`src/rtl/ro_freq_meter.sv`:
```
// ro_freq_meter
//   Ring-oscillator frequency meter. Selects one of N_CH free-running oscillator outputs and
//   enables it. After a settle period it counts the oscillator's rising edges over a
//   programmable window of wb_clk_i cycles. Results are reported with a one-cycle valid pulse,
//   either once (single shot) or window after window (continuous) until aborted.
//
// Ports
//   wb_clk_i     in   1       sole clock, rising edge
//   wb_rst_ni    in   1       asynchronous active-low reset
//   ro_in        in   N_CH    raw oscillator outputs (asynchronous to wb_clk_i)
//   ch_sel       in   SEL_W   channel to measure, sampled on an accepted start
//   start        in   1       measurement request, accepted only when idle
//   cont         in   1       1 = continuous windows, 0 = single shot (sampled with start)
//   gate_cycles  in   GATE_W  window length in cycles, 0 behaves as 1 (sampled with start)
//   abort        in   1       stop any measurement, no result for the partial window
//   ro_enable    out  1       oscillator enable
//   busy         out  1       high while settling or measuring
//   result       out  CNT_W   saturated edge count of the last completed window
//   result_ch    out  SEL_W   channel that result belongs to
//   valid        out  1       one-cycle pulse when result/result_ch update
//   ovf          out  1       counter saturated in the last completed window
module ro_freq_meter #(
  parameter  int N_CH       = 16,
  parameter  int CNT_W      = 24,
  parameter  int GATE_W     = 20,
  parameter  int SETTLE_CYC = 64,
  localparam int SEL_W      = (N_CH > 1) ? $clog2(N_CH) : 1
) (
  input  logic              wb_clk_i,
  input  logic              wb_rst_ni,
  input  logic [N_CH-1:0]   ro_in,
  input  logic [SEL_W-1:0]  ch_sel,
  input  logic              start,
  input  logic              cont,
  input  logic [GATE_W-1:0] gate_cycles,
  input  logic              abort,
  output logic              ro_enable,
  output logic              busy,
  output logic [CNT_W-1:0]  result,
  output logic [SEL_W-1:0]  result_ch,
  output logic              valid,
  output logic              ovf
);

  localparam int SET_W = (SETTLE_CYC > 2) ? $clog2(SETTLE_CYC) : 1;
  localparam logic [CNT_W-1:0]  CNT_MAX  = {CNT_W{1'b1}};
  localparam logic [SET_W-1:0]  SET_LAST = SET_W'(SETTLE_CYC - 1);

  typedef enum logic [1:0] {
    IDLE    = 2'd0,
    SETTLE  = 2'd1,
    MEASURE = 2'd2
  } state_t;

  state_t              state_r;
  logic [SEL_W-1:0]    ch_r;
  logic [GATE_W-1:0]   gate_r;
  logic                cont_r;
  logic [SET_W-1:0]    settle_cnt_r;
  logic [GATE_W-1:0]   gate_cnt_r;
  logic [CNT_W-1:0]    edge_cnt_r;
  logic                ovf_int_r;
  logic                sync1_r;
  logic                sync2_r;
  logic                sync3_r;

  logic                ro_sel_s;
  logic                edge_s;
  logic [CNT_W-1:0]    edge_next_s;
  logic                ovf_hit_s;
  logic                gate_last_s;

  // Channel mux in front of the synchroniser; out-of-range channels read as a constant 0
  always_comb begin
    ro_sel_s = 1'b0;
    if ({{(32-SEL_W){1'b0}}, ch_r} < 32'(N_CH)) begin
      ro_sel_s = ro_in[ch_r];
    end else begin
      ro_sel_s = 1'b0;
    end
  end

  // Two-flop synchroniser plus one history flop for rising-edge detection
  always_ff @(posedge wb_clk_i or negedge wb_rst_ni) begin
    if (!wb_rst_ni) begin
      sync1_r <= 1'b0;
      sync2_r <= 1'b0;
      sync3_r <= 1'b0;
    end else begin
      sync1_r <= ro_sel_s;
      sync2_r <= sync1_r;
      sync3_r <= sync2_r;
    end
  end

  // Saturating edge count including this cycle's edge, and the last-window-cycle flag
  always_comb begin
    edge_s      = sync2_r & ~sync3_r;
    edge_next_s = edge_cnt_r;
    ovf_hit_s   = 1'b0;
    if (edge_s && (edge_cnt_r == CNT_MAX)) begin
      ovf_hit_s = 1'b1;
    end else if (edge_s) begin
      edge_next_s = edge_cnt_r + CNT_W'(1);
    end else begin
      edge_next_s = edge_cnt_r;
    end
    gate_last_s = (gate_cnt_r == (gate_r - GATE_W'(1)));
  end

  // Measurement FSM with registered outputs; abort overrides every state
  always_ff @(posedge wb_clk_i or negedge wb_rst_ni) begin
    if (!wb_rst_ni) begin
      state_r      <= IDLE;
      ch_r         <= '0;
      gate_r       <= GATE_W'(1);
      cont_r       <= 1'b0;
      settle_cnt_r <= '0;
      gate_cnt_r   <= '0;
      edge_cnt_r   <= '0;
      ovf_int_r    <= 1'b0;
      ro_enable    <= 1'b0;
      busy         <= 1'b0;
      result       <= '0;
      result_ch    <= '0;
      valid        <= 1'b0;
      ovf          <= 1'b0;
    end else begin
      valid <= 1'b0;
      if (abort) begin
        state_r   <= IDLE;
        ro_enable <= 1'b0;
        busy      <= 1'b0;
      end else begin
        case (state_r)
          IDLE: begin
            if (start) begin
              ch_r         <= ch_sel;
              gate_r       <= (gate_cycles == '0) ? GATE_W'(1) : gate_cycles;
              cont_r       <= cont;
              ovf          <= 1'b0;
              ro_enable    <= 1'b1;
              busy         <= 1'b1;
              settle_cnt_r <= '0;
              state_r      <= SETTLE;
            end
          end
          SETTLE: begin
            // Edges seen while settling are discarded; the count starts clean on entry
            if (settle_cnt_r == SET_LAST) begin
              edge_cnt_r <= '0;
              gate_cnt_r <= '0;
              ovf_int_r  <= 1'b0;
              state_r    <= MEASURE;
            end else begin
              settle_cnt_r <= settle_cnt_r + SET_W'(1);
            end
          end
          MEASURE: begin
            if (gate_last_s) begin
              // The edge of the last window cycle belongs to this window, not the next
              result    <= edge_next_s;
              result_ch <= ch_r;
              ovf       <= ovf_int_r | ovf_hit_s;
              valid     <= 1'b1;
              if (cont_r) begin
                edge_cnt_r <= '0;
                gate_cnt_r <= '0;
                ovf_int_r  <= 1'b0;
              end else begin
                state_r   <= IDLE;
                ro_enable <= 1'b0;
                busy      <= 1'b0;
              end
            end else begin
              gate_cnt_r <= gate_cnt_r + GATE_W'(1);
              edge_cnt_r <= edge_next_s;
              ovf_int_r  <= ovf_int_r | ovf_hit_s;
            end
          end
          default: begin
            state_r   <= IDLE;
            ro_enable <= 1'b0;
            busy      <= 1'b0;
          end
        endcase
      end
    end
  end

endmodule
```
`config.mk`:
```
export PLATFORM = sky130hd
export DESIGN_NAME = ro_freq_meter
export DESIGN_NICKNAME = d
export VERILOG_FILES = /design/src/rtl/ro_freq_meter.sv
export SDC_FILE = /design/constraint.sdc
export NUM_CORES = 1
export LEC_CHECK = 0
export ABC_AREA = 1
export CORE_AREA = 4 4 116 118
export DETAILED_ROUTE_END_ITERATION = 6
export DIE_AREA = 0 0 120 122
export PLACE_DENSITY = 0.85
export SLEW_MARGIN = 15
export SYNTH_ARGS = -nofsm -noshare
export SYNTH_HDL_FRONTEND = slang
export SYNTH_SLANG_ARGS = --single-unit
export TNS_END_PERCENT = 50
```
`constraint.sdc`:
```
create_clock -name wb_clk_i -period 2.7 [get_ports wb_clk_i]
set_input_delay 0.27 -clock wb_clk_i [delete_from_list [all_inputs] [get_ports wb_clk_i]]
set_output_delay 0.27 -clock wb_clk_i [all_outputs]
set_load 0.005 [all_outputs]
```
### Yosys cells after proc, flatten, opt, wreduce, memory -nomap -nowiden

Cells that the tools add are included.

| word-level totals | value |
|---|---|
| register bits | 112 |
| latch bits | 0 |
| bits in writable memories | 0 |
| ROM bits | 0 |
| output and inout port bits | 32 |
| logic and storage cells | 91 |
| memories kept | 0 |

| operators by class | value |
|---|---|
| add/sub/neg operators | 4 |
| multipliers | 0 |
| div/mod/pow operators | 0 |
| magnitude comparators | 1 |
| eq/ne operators | 15 |
| shift operators | 0 |
| mux-type cells | 38 |
| bitwise operators | 4 |
| reductions and logical operators | 13 |

Operators with widths:

| operator | number |
|---|---|
| $mux 24 | 5 |
| $mux 20 | 4 |
| $pmux 24 s2 | 1 |
| $pmux 20 s2 | 1 |
| $add 24x1->24 const B | 1 |
| $eq 24x24->1 const B | 1 |
| $add 20x1->20 const B | 1 |
| $eq 20x20->1 | 1 |
| $logic_not 20->1 | 1 |
| $reduce_and 4->1 | 5 |
| $sub 20x1->20 const B | 1 |
| $ne 3x3->1 const B | 5 |
| $mux 1 | 14 |
| $mux 6 | 2 |
| $pmux 6 s2 | 1 |
| $mux 2 | 5 |
| $ne 2x2->1 const B | 5 |
| $add 6x1->6 const B | 1 |
| $eq 6x6->1 const B | 1 |
| $pmux 2 s3 | 1 |
| $reduce_and 3->1 | 2 |
| $reduce_bool 2->1 | 3 |
| $lt 4x5->1 const B | 1 |
| $bmux 1 s4 | 1 |
| other kinds (9) | 11 |

### Logic depth before layout (Yosys ltp)

| depth | value |
|---|---|
| word-level depth | 7 |
| depth in mapped cells | 18 |
| mapped depth without buffers | 16 |

### Least setup slack after synthesis

OpenSTA, ideal clock, no wires.

| path | value |
|---|---|
| kind | reg-to-reg |
| start point | register gate_r[0] |
| end point | register result[15] |
| library setup time | 0.121 ns |
| data arrival time | 2.129 ns |
| required time | 2.579 ns |
| path slack | 0.450 ns |
| cell stages (with the launch flop) | 16 |
| path buffers | 2 |
| clock period less this slack | 2.250 ns |
| path through | dfstp_2 > inv_2 > ha_1 > inv_1 > nand2_1 > nand2_1 > xor2_1 > inv_1 > nor2_1 > nand2_1 > nor2_1 > nand3_1 > nor3b_2 > buf_6 > buf_6 > o21ai_1 |

| between the ends | value |
|---|---|
| longest elaborated chain between the ends | 3 |

Ends and longest elaborated chain:

| element | RTL line | text |
|---|---|---|
| from (decl) | 57 | `logic [GATE_W-1:0] gate_r;` |
| from (signal assigned) | 139 | `gate_r <= (gate_cycles == '0) ? GATE_W'(1) : gate_cycles;` |
| $sub 20x1->20 | 108 | `gate_last_s = (gate_cnt_r == (gate_r - GATE_W'(1)));` |
| $eq 20x20->1 | 108 |  |
| $reduce_and 3->1 (no line) | n/a |  |
| to (signal assigned) | 162 | `result <= edge_next_s;` |
| to (decl) | 39 | `output logic [CNT_W-1:0] result,` |

Every way passes these cells.
A chain may end at the register's enable or synchronous reset.

### Worst setup path in the final report

| path | value |
|---|---|
| start point | register gate_r[0] |
| end point | register gate_cnt_r[18] |

| between the ends | value |
|---|---|
| longest elaborated chain between the ends | 4 |

Ends and longest elaborated chain:

| element | RTL line | text |
|---|---|---|
| $sub 20x1->20 (*) | 108 |  |
| $eq 20x20->1 (*) | 108 |  |
| $ne 3x3->1 (no line) or $mux 20 (tied branches) | n/a |  |
| $reduce_and 4->1 (no line) or $pmux 20 s2 (tied branches) | n/a |  |
| to (signal assigned) | 176 | `gate_cnt_r <= gate_cnt_r + GATE_W'(1);` |
| to (decl) | 60 | `logic [GATE_W-1:0] gate_cnt_r;` |

Mark *: on every way between the ends. The rest lies on a longest branch, timed or not.

==> results.json <==
{
  "synth-edff-count": 0,
  "vias": 6368,
  "grt_pass1_wl_mm": 26.71,
  "avgSynthCellArea_um2": 7.330,
  "core_region_area_mm2": 0.01247,
  "initial_core_util_pct": 56.10,
  "p_leak_nw": 3.866,
  "wirelength_mm": 16.10,
  "clock_sinks": 112,
  "nNetsFinal": 1080,
  "endpoint_kind": "register",
  "first_pass_iters": 5,
  "worstPathRequired_ps": 2970,
  "initialDrtViolationCount": 400,
  "gr-total-overflow": 0,
  "cap_violations": 0,
  "grt_pass1_vias": 5907,
  "die_y_um": 122,
  "vdd_drop_max_v": 0.0005351,
  "skew_ps": 9.746,
  "ys_seq_area_share_pct": 40.10,
  "setup_viol": 0,
  "ant_nets": 0,
  "worst_pin_slew_ps": 643.5,
  "yosys_warnings": 0,
  "dieArea_mm2": 0.01464,
  "avgViaCountPerCell": 5.272,
  "finalMaxSlewViolations": 0,
  "gp_congestion": 0.9227,
  "pin_count": 77,
  "crit_path_start_kind": "register",
  "final_cell_mix": "275 x nand2_1, 131 x inv_1, 111 x dfrtp_1",
  "setup_slack_ps": 128.2,
  "async_flop_share_pct": 100.0,
  "numPortBuffers": 76,
  "grt_usage_pct": 22.18,
  "ctsHtreeMaxLevel": 3,
  "synth_area_leaders": "dfrtp_1 40%, nand2_1 15%, inv_1 7.0%",
  "finalInstanceArea_mm2": 0.008387,
  "num_rows": 41,
  "synthToLayoutAreaGrowth_pct": 19.93,
  "slew-limit-headroom_pct": 56.77,
  "fmax_mhz": 388.8,
  "grt_max_degree": 58,
  "drive_gt1_share_pct": 10.52,
  "placed_cell_area_mm2": 0.007936,
  "hold_viol": 0,
  "hold_path.class": "register to register",
  "n_antenna_cell": 0,
  "synth_top_area_share_pct": 39.72,
  "preCtsSetupSlack_ps": 181.7,
  "syn-cell-area_mm2": 0.006993,
  "cts_tree": "done",
  "clockBufferDepth": 2,
  "cts-root-buf": "clkbuf_16",
  "clkTransAtPathRegs_ps": 80,
  "clk_latency_ps": 360,
  "antenna_found_initial": 0,
  "power_density_mw_per_mm2": 558.7,
  "run_status": "complete, no violations",
  "fin_crit_sh_pct": 95.25,
  "synth.distinct_cells": 42,
  "min_period_ps": 2572,
  "drc": 0,
  "layout_commonest_cell": "nand2_1",
  "whs_ps": 372.5,
  "crit_fanout": 19,
  "numCtsBuffers": 9,
  "worstPathArrival_ps": 2840,
  "yosysTopAreaCell": "dfrtp_1",
  "syn_nets": 1003,
  "hpwl_mm": 11.50,
  "synth_seq_cells": 112,
  "die_x_um": 120,
  "routedWlPerCell_um": 13.33,
  "netlist_instances": 954,
  "crit_type": "register to register",
  "filler_cell_count": 1026,
  "synth_ff_type": "dfrtp_1"
}
-- critical path, stage by stage (launching register included) --
cell	delay (ps)
dfstp_2	560
inv_2	60
ha_2	270
xnor2_1	120
nor2_1	190
nand3_1	110
nor2_2	110
nand2_1	60
nor2_1	110
nand3_2	120
nor2_1	130
nand2_1	110
nand2_4	190
clkbuf_16	210
nand2_1	50
o21ai_0	80
-- cell type report --
class / count / area (um2) / area share, %
Tap cell: 172 / 215.2 / 2.566
Clock buffer: 10 / 229.0 / 2.730
Sequential cell: 112 / 2804 / 33.43
Multi-Input combinational cell: 674 / 3501 / 41.74
Timing Repair Buffer: 98 / 1059 / 12.62
Clock inverter: 6 / 68.82 / 0.8205
Inverter: 136 / 510.5 / 6.087
-- sequential cells by signal, indices dropped and copies added (netlist names), 2 cells and up --
name,flops
edge_cnt_r,24
gate_r,20
ch_r,4
state_r,2
settle_cnt_r,6
result,24
result_ch,4
gate_cnt_r,20
-- power breakdown --
part | leakage [nW] | switching (W) | internal (W) | total [W]
Sequential | 1.44 | 0.000200 | 0.00187 | 0.00207
Clock | 0.143 | 0.000619 | 0.000725 | 0.00134
Combinational | 2.28 | 0.000751 | 0.000523 | 0.00127
Total | 3.87 | 0.00157 | 0.00311 | 0.00469
-- kinds of logic (layout without fill, tap and decap cells) --
kind of cell	Yosys count	after routing	synth area share (%)
compound gates	118	118	10.29
xor+xnor	47	47	5.887
fa+ha+maj	4	4	0.7157
buf+inv	168	250	10.29
flops	112	112	40.10
mux	4	4	0.5726
simple gates	501	501	32.15
-- metal layers --
layer / share of wire (%) / vias up / global-route usage [%]
li1: - / 3206 / -
met1: 46 / 2943 / 30.78
met2: 46 / 191 / 35.51
met3: 6.0 / 28 / 4.085
met4: 1.8 / 0 / 6.943
met5: 0 / - / 0
-- synth_stat cells (all sizes together) (3+ instances only) --
master and number:
nand2 290, inv 134, dfrtp 111, o21ai 100
nor2 69, nand3 57, nand4 38, xor2 33
buf 20, nor3 20, xnor2 14, nor4 13
a21oi 12, clkbuf 12, nand3b 5, or2 5
ha 4, mux2i 4, o211ai 3
-- stage by stage --
stage / utilization (%) / power [W] / instances / TNS (ps)
floorplan: - / 0.002934 / 954 / 0
global placement: 63.67 / 0.003295 / 1184 / 0
detailed placement: 63.67 / 0.003337 / 1184 / 0
CTS: 66.13 / 0.004695 / 1201 / 0
global route: 67.28 / 0.004985 / 1208 / -251.9
finish: 67.28 / 0.004686 / 1208 / 0
-- worst paths after layout --
| check | startpoint | end | slack (ps) | cells past startpoint |
|---|---|---|---|---|
| hold / removal | sync1_r | sync2_r | 370 | 0 |
| min in group asynchronous | wb_rst_ni | gate_r[4] | 490 | 2 |
| setup / recovery | gate_r[0] | gate_cnt_r[18] | 130 | 15 |
| hold reg to reg | sync1_r | sync2_r | 370 | 0 |
| setup reg to reg | gate_r[0] | gate_cnt_r[18] | 130 | 15 |
| max in group asynchronous | wb_rst_ni | result[8] | 1460 | 3 |
-- repair_timing --
action	in CTS	in global routing
gates resized for setup	0	8
endpoints found under the setup margin	0	72
buffers inserted	0	3
hold endpoints to repair	45	0
hold buffers	1	0
Note: power is estimated with default switching activity, not from simulation.
